--- config.mk ---
export PLATFORM = sky130hd
export DESIGN_NAME = seg_digit_scanner
export DESIGN_NICKNAME = d
export VERILOG_FILES = /design/src/rtl/seg_scan_pkg.sv /design/src/rtl/hex_to_seven_seg.sv /design/src/rtl/seg_digit_scanner.sv
export SDC_FILE = /design/constraint.sdc
export NUM_CORES = 1
export LEC_CHECK = 0
export CORE_UTILIZATION = 49
export CTS_BUF_LIST = sky130_fd_sc_hd__clkbuf_4
export CTS_CLUSTER_SIZE = 30
export DETAILED_ROUTE_END_ITERATION = 7
export GPL_ROUTABILITY_DRIVEN = 1
export PLACE_DENSITY = 0.89
export SLEW_MARGIN = 25
export SYNTH_ARGS = -nofsm -noshare
export SYNTH_HDL_FRONTEND = slang
export SYNTH_SLANG_ARGS = --single-unit
--- constraint.sdc ---
create_clock -name i_clk -period 2.7 [get_ports i_clk]
set_clock_uncertainty 0.05 [all_clocks]
set_input_delay 0.675 -clock i_clk [delete_from_list [all_inputs] [get_ports i_clk]]
set_output_delay 0.675 -clock i_clk [all_outputs]
set_load 0.02 [all_outputs]
--- src/rtl/seg_scan_pkg.sv ---
// Shared types and constants for the seven-segment digit scanner.
package seg_scan_pkg;

  localparam int unsigned N_DIGITS = 4;

  typedef logic [1:0] digit_idx_t;
  typedef logic [7:0] seg_t;

  typedef enum logic {
    BLANK,
    DISPLAY
  } scan_state_t;

  function automatic int unsigned max_u(input int unsigned a, input int unsigned b);
    return (a > b) ? a : b;
  endfunction

endpackage

--- src/rtl/hex_to_seven_seg.sv ---
// Combinational hex nibble to active-high segment pattern {a,b,c,d,e,f,g,dot}.
module hex_to_seven_seg
  import seg_scan_pkg::*;
(
  input  logic [3:0] i_nibble,
  input  logic       i_dot,
  output seg_t       o_seg
);

  logic [6:0] w_abcdefg;

  always_comb begin
    w_abcdefg = 7'b0000000;
    unique case (i_nibble)
      4'h0: w_abcdefg = 7'b1111110;
      4'h1: w_abcdefg = 7'b0110000;
      4'h2: w_abcdefg = 7'b1101101;
      4'h3: w_abcdefg = 7'b1111001;
      4'h4: w_abcdefg = 7'b0110011;
      4'h5: w_abcdefg = 7'b1011011;
      4'h6: w_abcdefg = 7'b1011111;
      4'h7: w_abcdefg = 7'b1110000;
      4'h8: w_abcdefg = 7'b1111111;
      4'h9: w_abcdefg = 7'b1111011;
      4'hA: w_abcdefg = 7'b1110111;
      4'hB: w_abcdefg = 7'b0011111;
      4'hC: w_abcdefg = 7'b1001110;
      4'hD: w_abcdefg = 7'b0111101;
      4'hE: w_abcdefg = 7'b1001111;
      4'hF: w_abcdefg = 7'b1000111;
      default: w_abcdefg = 7'b0000000;
    endcase
  end

  assign o_seg = {w_abcdefg, i_dot};

endmodule

--- src/rtl/seg_digit_scanner.sv ---
// Time-multiplexed 4-digit seven-segment scanner with blanking gaps between digits.
// Define SEG_LEADING_ZERO_BLANK_EN to suppress leading-zero digits (dot still shown).
module seg_digit_scanner
  import seg_scan_pkg::*;
#(
  parameter int unsigned DIGIT_CYCLES = 1000,
  parameter int unsigned BLANK_CYCLES = 16
) (
  input  logic                  i_clk,
  input  logic                  i_rst,
  input  logic                  i_en,
  input  logic [4*N_DIGITS-1:0] i_number,
  input  logic [N_DIGITS-1:0]   i_dots,
  output digit_idx_t            o_digit_idx,
  output logic                  o_digit_valid,
  output seg_t                  o_abcdefgh
);

  localparam int unsigned CntW = $clog2(max_u(DIGIT_CYCLES, BLANK_CYCLES) + 1);
  localparam logic [CntW-1:0] BlankLast = CntW'(BLANK_CYCLES - 1);
  localparam logic [CntW-1:0] DigitLast = CntW'(DIGIT_CYCLES - 1);

  scan_state_t     r_state, w_state_next;
  logic [CntW-1:0] r_cnt, w_cnt_next;
  digit_idx_t      r_idx, w_idx_next;
  logic            r_valid, w_valid_next;
  seg_t            r_seg, w_seg_next;

  digit_idx_t w_idx_inc;
  logic [3:0] w_nibble;
  seg_t       w_seg_dec;
  seg_t       w_seg_load;

  // Segment code is looked up for the digit about to be shown, not the current one.
  assign w_idx_inc = r_idx + 2'd1;
  assign w_nibble  = i_number[{w_idx_inc, 2'b00} +: 4];

  hex_to_seven_seg u_hex_to_seven_seg (
    .i_nibble (w_nibble),
    .i_dot    (i_dots[w_idx_inc]),
    .o_seg    (w_seg_dec)
  );

`ifdef SEG_LEADING_ZERO_BLANK_EN
  logic w_lz_blank;

  always_comb begin
    w_lz_blank = 1'b0;
    unique case (w_idx_inc)
      2'd1:    w_lz_blank = (i_number[15:4] == 12'h000);
      2'd2:    w_lz_blank = (i_number[15:8] == 8'h00);
      2'd3:    w_lz_blank = (i_number[15:12] == 4'h0);
      default: w_lz_blank = 1'b0;
    endcase
  end

  assign w_seg_load = w_lz_blank ? {7'b0000000, w_seg_dec[0]} : w_seg_dec;
`else
  assign w_seg_load = w_seg_dec;
`endif

  always_ff @(posedge i_clk) begin
    if (i_rst) begin
      r_state <= BLANK;
      r_cnt   <= '0;
      r_idx   <= 2'd3;
      r_valid <= 1'b0;
      r_seg   <= '0;
    end else begin
      r_state <= w_state_next;
      r_cnt   <= w_cnt_next;
      r_idx   <= w_idx_next;
      r_valid <= w_valid_next;
      r_seg   <= w_seg_next;
    end
  end

  always_comb begin
    w_state_next = r_state;
    w_cnt_next   = r_cnt;
    w_idx_next   = r_idx;
    w_valid_next = r_valid;
    w_seg_next   = r_seg;
    if (!i_en) begin
      w_state_next = BLANK;
      w_cnt_next   = '0;
      w_valid_next = 1'b0;
      w_seg_next   = '0;
    end else begin
      unique case (r_state)
        BLANK: begin
          if (r_cnt == BlankLast) begin
            w_state_next = DISPLAY;
            w_cnt_next   = '0;
            w_idx_next   = w_idx_inc;
            w_valid_next = 1'b1;
            w_seg_next   = w_seg_load;
          end else begin
            w_cnt_next = r_cnt + 1'b1;
          end
        end
        DISPLAY: begin
          if (r_cnt == DigitLast) begin
            w_state_next = BLANK;
            w_cnt_next   = '0;
            w_valid_next = 1'b0;
            w_seg_next   = '0;
          end else begin
            w_cnt_next = r_cnt + 1'b1;
          end
        end
        default: w_state_next = BLANK;
      endcase
    end
  end

  assign o_digit_idx   = r_idx;
  assign o_digit_valid = r_valid;
  assign o_abcdefgh    = r_seg;

endmodule

# Word level (Yosys, flattened, before mapping)
# Memory sizes are Yosys's and may differ from the RTL's.
# Index checks and enable logic that the tools add are counted.
[word_totals] ff_bits=22 mem_bits_ro=112 input_bits=23 output_inout_bits=11 wordCells=33 memories=1
[classes] add_sub_neg=2 n_lt_le_gt_ge=1 n_eq_ne=4 shift=1 n_mux=14 bitwise_logic=2 n_reduce_logical=3
[mem_list] name="(no name shown)" words=16 word_bits=7 rd=1 rd_clocked_by_memory_dff=0 wr=0 line="hex_to_seven_seg.sv:14" source="unique case (i_nibble)"
[ops] cell="10-bit two-way mux" count=2
[ops] cell="10-bit one-hot mux with 2 select lines" count=1
[ops] cell="8-bit two-way mux" count=2
[ops] cell="8-bit one-hot mux with 2 select lines" count=1
[ops] cell="16-bit by 5-bit indexed part select with 4-bit output" count=1
[ops] cell="10-bit by 1-bit adder with 10-bit output (second input constant)" count=1
[ops] cell="10-bit equality test (second input constant)" count=1
[ops] cell="10-bit by 4-bit equality test with 1-bit output (second input constant)" count=1
[ops] cell="1-bit two-way mux" count=5
[ops] cell="1-bit one-hot mux with 2 select lines" count=2
[ops] cell="2-bit by 3-bit less-than comparator with 1-bit output (second input constant)" count=1
[ops] cell="3-bit AND reduction" count=1
[ops] cell="2-bit by 1-bit adder with 2-bit output (second input constant)" count=1
[ops] cell="1-bit binary-select mux with 2-bit select" count=1
[ops] cell="2-bit by 1-bit inequality test with 1-bit output (second input constant)" count=1
[ops] cell="2-bit inequality test (second input constant)" count=1
[ops] cell="1-bit inverter" count=2
[ops] cell="2-bit AND reduction" count=1
[ops] cell="2-bit OR reduction" count=1

# Logic depth before layout (Yosys ltp)
[logic_depth] depth_word=5 ltp_mapped=7 mapped_depth_nobuf=6

# By module
# Synthesis repeated with hierarchy kept, for this count alone.
[unflattened] hier_cells=149 hier_area_um2=1418.9
[modules_own_cells] module="seg_digit_scanner" n_inst=1 cells_per_inst=115 area_each_um2=1121.1
[modules_own_cells] module="hex_to_seven_seg" n_inst=1 cells_per_inst=34 area_each_um2=297.8

# Least setup slack after synthesis
# OpenSTA, ideal clock, no wires.
[synth_path] path_kind="input port to flip-flop" startpoint="input port i_number[12]" endpoint="register r_seg[7], in the netlist o_abcdefgh[7]" setup_time_ns=0.117 t_arrival_ns=2.153 path_slack_ns=0.380 path_stages=6 n_path_buf=0 cell_sequence="mux4_1 inv_1 ha_1 inv_1 o311a_2 a22o_1"
[synth_between] elab_chain_len=4
[synth_rtl] element="start: declaration" line="seg_digit_scanner.sv:12" source="input logic [4*N_DIGITS-1:0] i_number,"
[synth_rtl] element="16-bit by 5-bit indexed part select with 4-bit output" line="seg_digit_scanner.sv:36" source="assign w_nibble = i_number[{w_idx_inc, 2'b00} +: 4];"
[synth_rtl] element="memory read 16 x 7 bit"
[synth_rtl] element="8-bit two-way mux" line="seg_digit_scanner.sv:92" source="if (r_cnt == BlankLast) begin"
[synth_rtl] element="8-bit one-hot mux with 2 select lines" line="seg_digit_scanner.sv:90" source="unique case (r_state)"
[synth_rtl] element="end signal: assignment" line="seg_digit_scanner.sv:74" source="r_seg <= w_seg_next;"
[synth_rtl] element="end: declaration" line="seg_digit_scanner.sv:27" source="seg_t r_seg, w_seg_next;"
# Every way passes these cells. The select of a mux whose other input is x is not followed.
# A chain may end at the register's enable or synchronous reset.

# Worst setup path in the final report
[layout_path] startpoint="input port i_number[9]" endpoint="register r_seg[7], in the netlist o_abcdefgh[7]"
# Same word-level chain as after synthesis.

==> impl_metrics.toml <==
[route]
wire_per_inst_um = 14.3
drt_wl_total_mm = 2.69
ant_nets = 0
drtIter0Drc = 19
drc_errors = 0
first_pass_iters = 4
vias_per_cell = 5.71
num_vias = 1074

[timing]
timing.fmax_mhz = 423
holdWs_ns = 0.413
finalSetupViolCount = 0
relSlewSlack_pct = 62.1
rsz0062_at_grt = "false"
worst_pin_slew_ns = 0.565
hold_viol_final = 0
finalMaxSlewViolations = 0
min_period_ns = 2.37
period_share_pct = 87.6
setup_tns_ns = 0

[power_and_ir_drop]
p_comb_share_pct = 12.5
swShare_pct = 20.5
p_seq_share_pct = 49.3
powerDensity_mw_per_mm2 = 400
clkPwrFrac_pct = 38.1
switchingPower_mw = 0.136
irDropWorstVdd_uv = 417
intPower_mw = 0.528
leakage_nw = 0.658
total_power_mw = 0.663

[die]
io_pins = 34
coreArea_mm2 = 0.00230
row_count = 17
die-height_um = 52.5
dieWidth_um = 52.5
start_util_pct = 54.4
design.die.area_mm2 = 0.00275

[global_routing]
first_global_vias = 996
grt_usage_pct = 21.9
antenna_found_initial = 0
use_met3_pct = 4.35
met2_usage_pct = 39.5
grt-busiest-layer = "met2"
grt_pass1_wl_mm = 4.41
grt-ovfl-total = 0
met1_usage_pct = 25.9
grt_max_degree = 14

[place]
finalWeightedCongestion = 0.834
hpwl_mm = 2.11
io_buffers = 33
place_area_mm2 = 0.00161

[worst_hold_path]
hold_start = "r_cnt[0]$_SDFF_PP0_"
min_path_cells = 1
min-delay-path-class = "register to register"
worst_hold_path.endpoint = "r_cnt[0]$_SDFF_PP0_"

[worst_setup_path]
startpoint_type = "input pin"
r2r_end = "o_abcdefgh[4]$_SDFFE_PP0P_"
cp_max_fo = 3
critical_path.endpoint_type = "register"
critPathLaunch = "i_number[9]"
criticalPathCategory = "input pin to register"
cp.arrival_ns = 2.53
worstRegToRegCells = 6
cp.required_ns = 2.86
r2r_start = "o_digit_idx[1]$_SDFFE_PP1P_"
r2r_slack_ns = 0.43

[job]
maxCapViolations = 0

[synthesis]
synth-seq-cells = 22
yosysTopAreaCell = "dfxtp_1"
synth_top_area_share_pct = 35.3
synthesis.area_mm2 = 0.00125
yosysWarnings = 0
yosysSeqAreaShare_pct = 35.3
synth_fp_nets = 154
async_flop_share_pct = 0
synthCells = 124
ys.flop_type = "dfxtp_1"
synth-edff-count = 0
ys_types = 40
avgSynthCellArea_um2 = 10.1
synthTopCellsByArea = "dfxtp_1, ha_1, mux4_1"

[clock_tree]
post_cts_buffers = 0
cts_resized = 0
clk_pin_slew_ns = 0.12
h-tree-depth = 1
postCtsHoldBufs = 0
clk_latency_ns = 0.31
clkSinkCount = 22
cts.path.max_buffers = 2
cts-buffers-inserted = 3
cts_tree = "built"
cts_root_buffer = "clkbuf_4"

[outcome]
outcome = "completed"

[layout]
nNetsFinal = 191
diodes = 0
area_delta_synth_final_pct = 32.8
design_area_mm2 = 0.00166
layout_commonest_cell = "clkdlybuf4s50_1"
drive_above_1_share_pct = 8.75
final_cell_mix = "clkdlybuf4s50_1, dfxtp_1, nor2_1"
routing by layer:
metal	up-vias	share of wire, %
met4	0	1.2
met3	4	5.2
li1	526	-
met2	35	52
met1	509	42
met5	-	0
layout make-up:
cell class / count / area [um2]
multi-input combinational: 92 / 754
inverter: 6 / 22.5
sequential: 22 / 440
timing repair buffer: 36 / 353
clock inverter: 1 / 30.0
tap: 28 / 35.0
clock buffer: 3 / 22.5
fill: 160 / 639
registers in the layout, summed over array words and instances (netlist names):
signal         count
r_state            1
o_digit_valid      1
o_abcdefgh         8
r_cnt             10
o_digit_idx        2
how the worst max path moves through the flow:
stage / endpoint / slack, ns / depth (start not counted)
6_report: o_abcdefgh[7]$_SDFFE_PP0P_ / 0.33 / 7
5_1_grt: o_abcdefgh[7]$_SDFFE_PP0P_ / 0.28 / 7
2_1_floorplan: o_abcdefgh[7]$_SDFFE_PP0P_ / 0.38 / 6
3_5_place_dp: o_abcdefgh[7]$_SDFFE_PP0P_ / 0.02 / 7
4_1_cts: o_abcdefgh[4]$_SDFFE_PP0P_ / 0.34 / 7
3_3_place_gp: o_abcdefgh[4]$_SDFFE_PP0P_ / 0.04 / 7
synth_stat cells, types with 2 or more instances:
library cell and number:
and2_1 3, mux2i_1 3, inv_1 6, nand2b_1 3
o21bai_1 2, dfxtp_1 22, nand3_1 3, nand3b_1 2
nand2_1 6, a32o_1 4, nand4_1 2, nor3_1 4
and3_1 2, mux4_1 3, buf_6 2, a21oi_1 2
xor2_1 2, xnor2_1 7, a22o_1 3, ha_1 7
o21ai_0 2, nor2_1 15, mux4_2 2
worst max-delay path, cell delays in order:
cell,delay (ns)
clkdlybuf4s50_1,0.41
mux4_1,0.53
inv_1,0.12
ha_1,0.18
inv_1,0.05
o311a_2,0.38
a22o_1,0.19
per-stage QoR:
| stage | setup slack, ns | utilization (%) | std cells |
|---|---|---|---|
| floorplan | 0.380 | - | 124 |
| global placement | 0.0402 | 69.9 | 184 |
| detailed placement | 0.0210 | 69.9 | 184 |
| CTS | 0.340 | 72.2 | 188 |
| global route | 0.283 | 72.2 | 188 |
| finish | 0.334 | 72.2 | 188 |
logic make-up (layout without fill, tap and decap cells):
| kind of cell | after synthesis | in the layout | share of synthesized area [%] |
|---|---|---|---|
| and+or+nand+nor | 47 | 47 | 19.7 |
| DFF | 22 | 22 | 35.3 |
| AOI/OAI and AO/OA | 20 | 20 | 13.8 |
| buffers and inverters | 10 | 46 | 4.31 |
| xor gates and xnor gates | 9 | 9 | 6.31 |
| muxes | 9 | 9 | 13.5 |
| adders and majority gates | 7 | 7 | 7.01 |
power by group through the flow:
| stage | combinational (mW) | sequential, mW | clock (mW) |
|---|---|---|---|
| after floorplan | 0.0409 | 0.334 | 0 |
| after global placement | 0.0791 | 0.334 | 0 |
| after detailed placement | 0.0824 | 0.334 | 0 |
| after CTS | 0.0832 | 0.327 | 0.252 |
| after global routing | 0.0904 | 0.327 | 0.265 |
| final | 0.0832 | 0.327 | 0.253 |
No activity file was read; power rests on OpenSTA's default activity.
